==> src/rtl/axis_result_packer_if.sv <==
// Stream bundle between the overlay result port, the packer and the DMA S2MM side.
// The master modport is the packer's view: it drives the wide DMA beat and the
// ready back to the overlay. The slave modport is the surrounding environment's view.
interface axis_result_packer_if #(
  parameter int unsigned IN_W  = 32,
  parameter int unsigned RATIO = 2
);
  localparam int unsigned OUT_W  = IN_W * RATIO;
  localparam int unsigned KEEP_W = OUT_W / 8;

  logic [IN_W-1:0]   s_axis_tdata;
  logic              s_axis_tlast;
  logic              s_axis_tvalid;
  logic              s_axis_tready;
  logic [OUT_W-1:0]  m_axis_tdata;
  logic [KEEP_W-1:0] m_axis_tkeep;
  logic              m_axis_tlast;
  logic              m_axis_tvalid;
  logic              m_axis_tready;

  modport master (
    input  s_axis_tdata, s_axis_tlast, s_axis_tvalid, m_axis_tready,
    output s_axis_tready, m_axis_tdata, m_axis_tkeep, m_axis_tlast, m_axis_tvalid
  );

  modport slave (
    output s_axis_tdata, s_axis_tlast, s_axis_tvalid, m_axis_tready,
    input  s_axis_tready, m_axis_tdata, m_axis_tkeep, m_axis_tlast, m_axis_tvalid
  );
endinterface

==> src/rtl/axis_result_packer.sv <==
// Packs narrow overlay result words into wide DMA beats (first word in the LSBs),
// builds TKEEP for short tails, bounds packet length by forcing TLAST, and counts
// emitted packets.
module axis_result_packer #(
  parameter int unsigned IN_W          = 32,
  parameter int unsigned RATIO         = 2,
  parameter int unsigned MAX_OUT_BEATS = 256
) (
  input  logic                 clk,
  input  logic                 aresetn,
  axis_result_packer_if.master axis,
  output logic [31:0]          pkt_count,
  output logic                 forced_last
);
  localparam int unsigned OUT_W  = IN_W * RATIO;
  localparam int unsigned KEEP_W = OUT_W / 8;
  localparam int unsigned LANE_K = IN_W / 8;
  localparam int unsigned IDX_W  = (RATIO > 1) ? $clog2(RATIO) : 1;
  localparam int unsigned CNT_W  = (MAX_OUT_BEATS > 1) ? $clog2(MAX_OUT_BEATS) : 1;
  localparam logic [IDX_W-1:0] LAST_IDX = IDX_W'(RATIO - 1);
  localparam logic [CNT_W-1:0] LAST_CNT = CNT_W'((MAX_OUT_BEATS > 0) ? MAX_OUT_BEATS - 1 : 0);

  // ACC_HOLD: accumulator holds a completed beat waiting for the output register.
  typedef enum logic {ACC_FILL, ACC_HOLD} acc_state_t;
  acc_state_t state, state_next;

  logic [OUT_W-1:0]  acc_data, merged_data, out_data;
  logic [KEEP_W-1:0] acc_keep, merged_keep, out_keep;
  logic [IDX_W-1:0]  idx;
  logic              acc_last, out_last, out_valid;
  logic [CNT_W-1:0]  beat_cnt;
  logic              accept, drain, out_free, complete;
  logic              move_pending, move_new, force_hit;

  assign axis.s_axis_tready = aresetn & (state == ACC_FILL);
  assign accept       = axis.s_axis_tvalid & axis.s_axis_tready;
  assign drain        = out_valid & axis.m_axis_tready;
  assign out_free     = ~out_valid | drain;
  assign complete     = accept & (axis.s_axis_tlast | (idx == LAST_IDX));
  assign move_pending = (state == ACC_HOLD) & out_free;
  assign move_new     = complete & out_free;
  assign force_hit    = (MAX_OUT_BEATS != 0) && (beat_cnt == LAST_CNT);

  assign axis.m_axis_tdata  = out_data;
  assign axis.m_axis_tkeep  = out_keep;
  assign axis.m_axis_tvalid = out_valid;
  assign axis.m_axis_tlast  = out_last | (out_valid & force_hit);

  // Accumulator contents with the incoming word written into its lane.
  always_comb begin
    merged_data = acc_data;
    merged_keep = acc_keep;
    merged_data[idx*IN_W +: IN_W]     = axis.s_axis_tdata;
    merged_keep[idx*LANE_K +: LANE_K] = '1;
  end

  // Next accumulator state: hold a completed beat while the output register is busy.
  always_comb begin
    state_next = state;
    case (state)
      ACC_FILL: if (complete && !out_free) state_next = ACC_HOLD;
      ACC_HOLD: if (out_free) state_next = ACC_FILL;
      default:  state_next = ACC_FILL;
    endcase
  end

  // Accumulator state register.
  always_ff @(posedge clk) begin
    if (!aresetn) state <= ACC_FILL;
    else          state <= state_next;
  end

  // Accumulator lanes: fill word by word, clear once the beat has left for the output.
  always_ff @(posedge clk) begin
    if (!aresetn || move_pending || move_new) begin
      acc_data <= '0;
      acc_keep <= '0;
      acc_last <= 1'b0;
      idx      <= '0;
    end else if (accept) begin
      acc_data <= merged_data;
      acc_keep <= merged_keep;
      if (complete) begin
        acc_last <= axis.s_axis_tlast;
        idx      <= '0;
      end else begin
        idx      <= idx + IDX_W'(1);
      end
    end
  end

  // Output register: a pending beat takes priority since no word is accepted while one is held.
  always_ff @(posedge clk) begin
    if (!aresetn) begin
      out_data  <= '0;
      out_keep  <= '0;
      out_last  <= 1'b0;
      out_valid <= 1'b0;
    end else if (move_pending) begin
      out_data  <= acc_data;
      out_keep  <= acc_keep;
      out_last  <= acc_last;
      out_valid <= 1'b1;
    end else if (move_new) begin
      out_data  <= merged_data;
      out_keep  <= merged_keep;
      out_last  <= axis.s_axis_tlast;
      out_valid <= 1'b1;
    end else if (drain) begin
      out_valid <= 1'b0;
    end
  end

  // Packet bookkeeping on each output handshake.
  always_ff @(posedge clk) begin
    if (!aresetn) begin
      beat_cnt    <= '0;
      pkt_count   <= '0;
      forced_last <= 1'b0;
    end else if (drain) begin
      if (axis.m_axis_tlast) begin
        beat_cnt  <= '0;
        pkt_count <= pkt_count + 32'd1;
      end else begin
        beat_cnt  <= beat_cnt + CNT_W'(1);
      end
      if (force_hit && !out_last) forced_last <= 1'b1;
    end
  end
endmodule
==> src/flat_wrapper.sv <==
// flat-port wrapper written by rule: the top's interface ports become plain ports
module axis_result_packer_flat 
#(
  parameter int unsigned IN_W          = 32,
  parameter int unsigned RATIO         = 2,
  parameter int unsigned MAX_OUT_BEATS = 256
)
  (clk, aresetn, pkt_count, forced_last, axis_s_axis_tdata, axis_s_axis_tlast, axis_s_axis_tvalid, axis_m_axis_tready, axis_s_axis_tready, axis_m_axis_tdata, axis_m_axis_tkeep, axis_m_axis_tlast, axis_m_axis_tvalid);
  axis_result_packer_if #(.IN_W(IN_W), .RATIO(RATIO)) axis_i ();
  input  logic clk;
  input  logic aresetn;
  output logic [31:0] pkt_count;
  output logic forced_last;
  input wire logic [$bits(axis_i.s_axis_tdata)-1:0] axis_s_axis_tdata;
  input wire logic [$bits(axis_i.s_axis_tlast)-1:0] axis_s_axis_tlast;
  input wire logic [$bits(axis_i.s_axis_tvalid)-1:0] axis_s_axis_tvalid;
  input wire logic [$bits(axis_i.m_axis_tready)-1:0] axis_m_axis_tready;
  output wire logic [$bits(axis_i.s_axis_tready)-1:0] axis_s_axis_tready;
  output wire logic [$bits(axis_i.m_axis_tdata)-1:0] axis_m_axis_tdata;
  output wire logic [$bits(axis_i.m_axis_tkeep)-1:0] axis_m_axis_tkeep;
  output wire logic [$bits(axis_i.m_axis_tlast)-1:0] axis_m_axis_tlast;
  output wire logic [$bits(axis_i.m_axis_tvalid)-1:0] axis_m_axis_tvalid;
  assign axis_i.s_axis_tdata = axis_s_axis_tdata;
  assign axis_i.s_axis_tlast = axis_s_axis_tlast;
  assign axis_i.s_axis_tvalid = axis_s_axis_tvalid;
  assign axis_i.m_axis_tready = axis_m_axis_tready;
  assign axis_s_axis_tready = axis_i.s_axis_tready;
  assign axis_m_axis_tdata = axis_i.m_axis_tdata;
  assign axis_m_axis_tkeep = axis_i.m_axis_tkeep;
  assign axis_m_axis_tlast = axis_i.m_axis_tlast;
  assign axis_m_axis_tvalid = axis_i.m_axis_tvalid;
  axis_result_packer #(.IN_W(IN_W), .RATIO(RATIO), .MAX_OUT_BEATS(MAX_OUT_BEATS)) u_core (.clk(clk), .aresetn(aresetn), .axis(axis_i), .pkt_count(pkt_count), .forced_last(forced_last));
endmodule
==> config.mk <==
export PLATFORM = sky130hd
export DESIGN_NAME = axis_result_packer_flat
export DESIGN_NICKNAME = d
export VERILOG_FILES = /design/src/rtl/axis_result_packer_if.sv /design/src/rtl/axis_result_packer.sv /design/src/flat_wrapper.sv
export SDC_FILE = /design/constraint.sdc
export NUM_CORES = 1
export LEC_CHECK = 0
export CELL_PAD_IN_SITES_DETAIL_PLACEMENT = 0
export CELL_PAD_IN_SITES_GLOBAL_PLACEMENT = 1
export CORE_ASPECT_RATIO = 0.8
export CORE_MARGIN = 3
export CORE_UTILIZATION = 35
export DETAILED_ROUTE_END_ITERATION = 8
export GPL_TIMING_DRIVEN = 0
export HOLD_SLACK_MARGIN = 0.05
export PLACE_DENSITY = 0.73
export SLEW_MARGIN = 20
export SYNTH_ARGS = -nofsm -noshare
export SYNTH_HDL_FRONTEND = slang
export SYNTH_SLANG_ARGS = --single-unit
==> constraint.sdc <==
create_clock -name clk -period 5.3 [get_ports clk]
set_input_delay 1.06 -clock clk [delete_from_list [all_inputs] [get_ports clk]]
set_output_delay 1.06 -clock clk [all_outputs]
set_load 0.05 [all_outputs]
==> impl_metrics.ini, run 1 <==
[synthesis]
syn_avg_cell_area_sq_um = 8.88
synth_area_sq_um = 7880
ys_ff_latch = 190
ys_types = 36
synthSimpleGateAreaFrac = 0.223
synthesis.yosys.warnings = 0
synth_top_family_by_area = simple AND/OR/NAND/NOR gates
synthXorXnorAreaFrac = 0.0356
synth_seq_area_share = 0.483
synthMuxAreaShare = 0.0838
yosys.area_share.adder = 0.00317
syn_inst = 888
synth_compound_area_frac = 0.140
syn_nets = 927

[timing]
fmax_mhz = 278
hold_slack_ns = 0.455
finalMaxSlewViolations = 0
maxSlewHeadroom = 0.395
final.setup.tns_ns = 0
hold_violations = 0
fin_crit_ns = 3.60
grt_setup_unrepaired = no
period_share = 0.679
fin_skew_ns = 0.0125
setup-violations-final = 0
tightest_slew_ns = 0.908

[placement]
placedInstanceArea_sq_um = 9690
io_buffers = 143
globalplace.congestion = 0.784
hpwl_microns = 16100

[layout]
fillers = 2207
drive_gt1_frac = 0.0348
synthToLayoutAreaGrowth_pct = 30.6
fin_util = 0.471
register_area_sq_um = 3800
post-route-cell-area_sq_um = 10300
antenna_cells = 0
multi_input_area_sq_um = 3830
layout.nets = 1089

[min_path]
hp-class = register to register

[pwr]
power_density_nw_per_um2 = 316
ir_drop_mv = 0.201
power_mw = 3.25
p_leak_nw = 4.48

[route]
drt-total-wl_microns = 22300
top_signal_layer_used = met4
drtPass1Iterations = 5
wl_met3_microns = 996
wl_per_cell_microns = 16.4
wl_met1_microns = 12000
wl_met2_microns = 9160
vias = 6745
initialDrtViolationCount = 398
vias_per_cell = 4.95
antenna_left = 0
route.detailed.drc = 0

[grt]
grt_pass1_wl_microns = 36100
grt.overflow.total = 0
antenna_found_initial = 0
track_usage = 0.185
grt_start_max_net_pins = 17
grt_pass1_vias = 6233

[critical_path]
startpoint_type = primary input
reg2reg_slack_ns = 2.56
worstPathRequired_ns = 4.24
cp-end-kind = output port
cp_top_family = buffers and inverters
cp.arrival_ns = 2.54
crit_type = primary input to output port
crit_path_max_incr_delay_ns = 0.88
path_cells = clkbuf_1, nor2b_1, clkdlybuf4s50_1
cp_num_buf_inv = 2
cp_slowest_cell = clkdlybuf4s50_1
crit_fanout = 9

[clocking]
cts_sinks = 190
postCtsSetupRepairBufs = 0
cts_tree = yes
clkLatencyLatePin_ns = 0.43
cts_inserted_buffers = 17
cts-root-buf = clkbuf_16
hold_buffers = 0
cts_buffer_depth = 2
clkTransAtPathRegs_ns = 0.06
h-tree-depth = 4
cts_resized = 0

[floorplan]
start_util = 0.361
dieWidth_microns = 174
ioPinCount = 145
core_area_sq_um = 21900
std_cell_rows = 48
die_h_microns = 140
die_area_sq_um = 24400

[outcome]
status = finished, final reports clean

[flow_run]
maxCapViolations = 0
## worst min-delay path, delay by kind of cell, from the launching register on
family	cells	cell delay, ns
flip-flops	1	0.31
AND/OR/NAND/NOR	1	0.05
AO/OA/AOI/OAI	1	0.05
## layout make-up
type,instances,share of cell area
clock buffers,20,0.0434
clock inverters,11,0.0151
repair buffers,143,0.139
inverters,1,0.000365
well taps,300,0.0365
flip-flops and latches,190,0.370
multi-input cells,632,0.372
plain buffers,65,0.0241
## worst paths after layout
kind                               startpoint                               end  cells after the start
min          u_core.acc_data[29]$_SDFFE_PP0P_  u_core.acc_data[29]$_SDFFE_PP0P_                      2
max reg2reg           u_core.idx$_SDFFE_PP0P_  u_core.acc_data[44]$_SDFFE_PP0P_                      9
max                                   aresetn                axis_s_axis_tready                      3
min reg2reg  u_core.acc_data[29]$_SDFFE_PP0P_  u_core.acc_data[29]$_SDFFE_PP0P_                      2
## synthesized netlist by cell type (all sizes together)
master	n	area, sq um
and3	6	37.5
nor2	37	139
a22oi	1	7.51
inv	1	3.75
nor2b	7	43.8
xor2	23	201
o211a	65	651
nand3	20	100
a31oi	2	12.5
o21ai	5	25.0
nor4	11	68.8
nor4b	4	35.0
or3	2	12.5
xnor2	9	78.8
a21boi	6	45.1
nand2	215	807
clkbuf	56	210
nor3	18	90.1
ha	2	25.0
nand4	11	75.1
or2	2	12.5
nand2b	5	31.3
mux2i	66	661
nor3b	10	75.1
or4	2	18.8
a21o	1	7.51
buf	9	37.5
a31o	1	8.76
and2	27	169
a21oi	69	345
and4	5	43.8
dfxtp	190	3800
## metal layers
| metal | track usage | up-vias |
|---|---|---|
| li1 | - | 3375 |
| met1 | 0.287 | 3198 |
| met2 | 0.260 | 162 |
| met3 | 0.0382 | 10 |
| met4 | 0.0427 | 0 |
| met5 | 0 | - |
## stage by stage
| stage | setup WS, ns | cells |
|---|---|---|
| floorplan | 2.09 | 888 |
| global placement | 1.50 | 1331 |
| detailed placement | 1.51 | 1331 |
| CTS | 1.67 | 1362 |
| global route | 1.59 | 1362 |
| finish | 1.70 | 1362 |
## power by group
part	switching [mW]	internal [mW]
clock	0.578	0.762
sequential	0.0281	1.48
combinational	0.267	0.143
total	0.873	2.38
## kinds of logic (layout without fill, tap and decap cells)
| logic type | Yosys count | in the layout |
|---|---|---|
| AOI/OAI and AO/OA | 150 | 150 |
| buffers and inverters | 66 | 240 |
| xor gates and xnor gates | 32 | 32 |
| DFF | 190 | 190 |
| and+or+nand+nor | 382 | 382 |
| muxes | 66 | 66 |
| adders and majority gates | 2 | 2 |
## cell usage in the layout, fill, tap and decap left out, types with 18 or more instances in the layout
cell / Yosys / layout
clkbuf_1: 56 / 58
dfxtp_1: 190 / 190
o211a_1: 65 / 65
nor3_1: 18 / 18
clkdlybuf4s50_1: 0 / 143
nand2_1: 215 / 215
and2_1: 27 / 27
nand3_1: 20 / 20
xor2_1: 23 / 23
mux2i_1: 66 / 66
a21oi_1: 69 / 69
nor2_1: 37 / 37
## sequential cells by signal, indices dropped and copies added, names as in the netlist
name,cells
u_core.acc_data,64
u_core.state,1
u_core.axis.m_axis_tdata,64
u_core.acc_keep,8
u_core.idx,1
u_core.beat_cnt,8
u_core.acc_last,1
u_core.axis.m_axis_tvalid,1
u_core.forced_last,1
u_core.pkt_count,32
u_core.axis.m_axis_tkeep,8
u_core.out_last,1
Power figures use the tool's default switching activity.
==> inputs of run 2 (changes only) <==
==> constraint.sdc (replaced) <==
create_clock -name clk -period 3.4 [get_ports clk]
set_input_delay 0.68 -clock clk [delete_from_list [all_inputs] [get_ports clk]]
set_output_delay 0.68 -clock clk [all_outputs]
set_load 0.05 [all_outputs]
==> results of run 2 <==
Same layout as run 1 (identical final DEF). Status: finished, final reports clean.
Among the figures that moved: setup slack after placement 1.51 ns -> -0.00564 ns; clock-pin slew on the worst setup and hold paths 0.06 ns -> 0.07 ns; setup slack after layout 1.70 ns -> 0.216 ns; start point of the critical path aresetn -> u_core.beat_cnt[0]$_SDFFE_PN0P_; end point of the critical path axis_s_axis_tready -> axis_m_axis_tlast; register-to-register setup slack 2.56 ns -> 0.66 ns; total power 3.25 mW -> 5.07 mW; worst IR drop on VDD 0.201 mV -> 0.313 mV
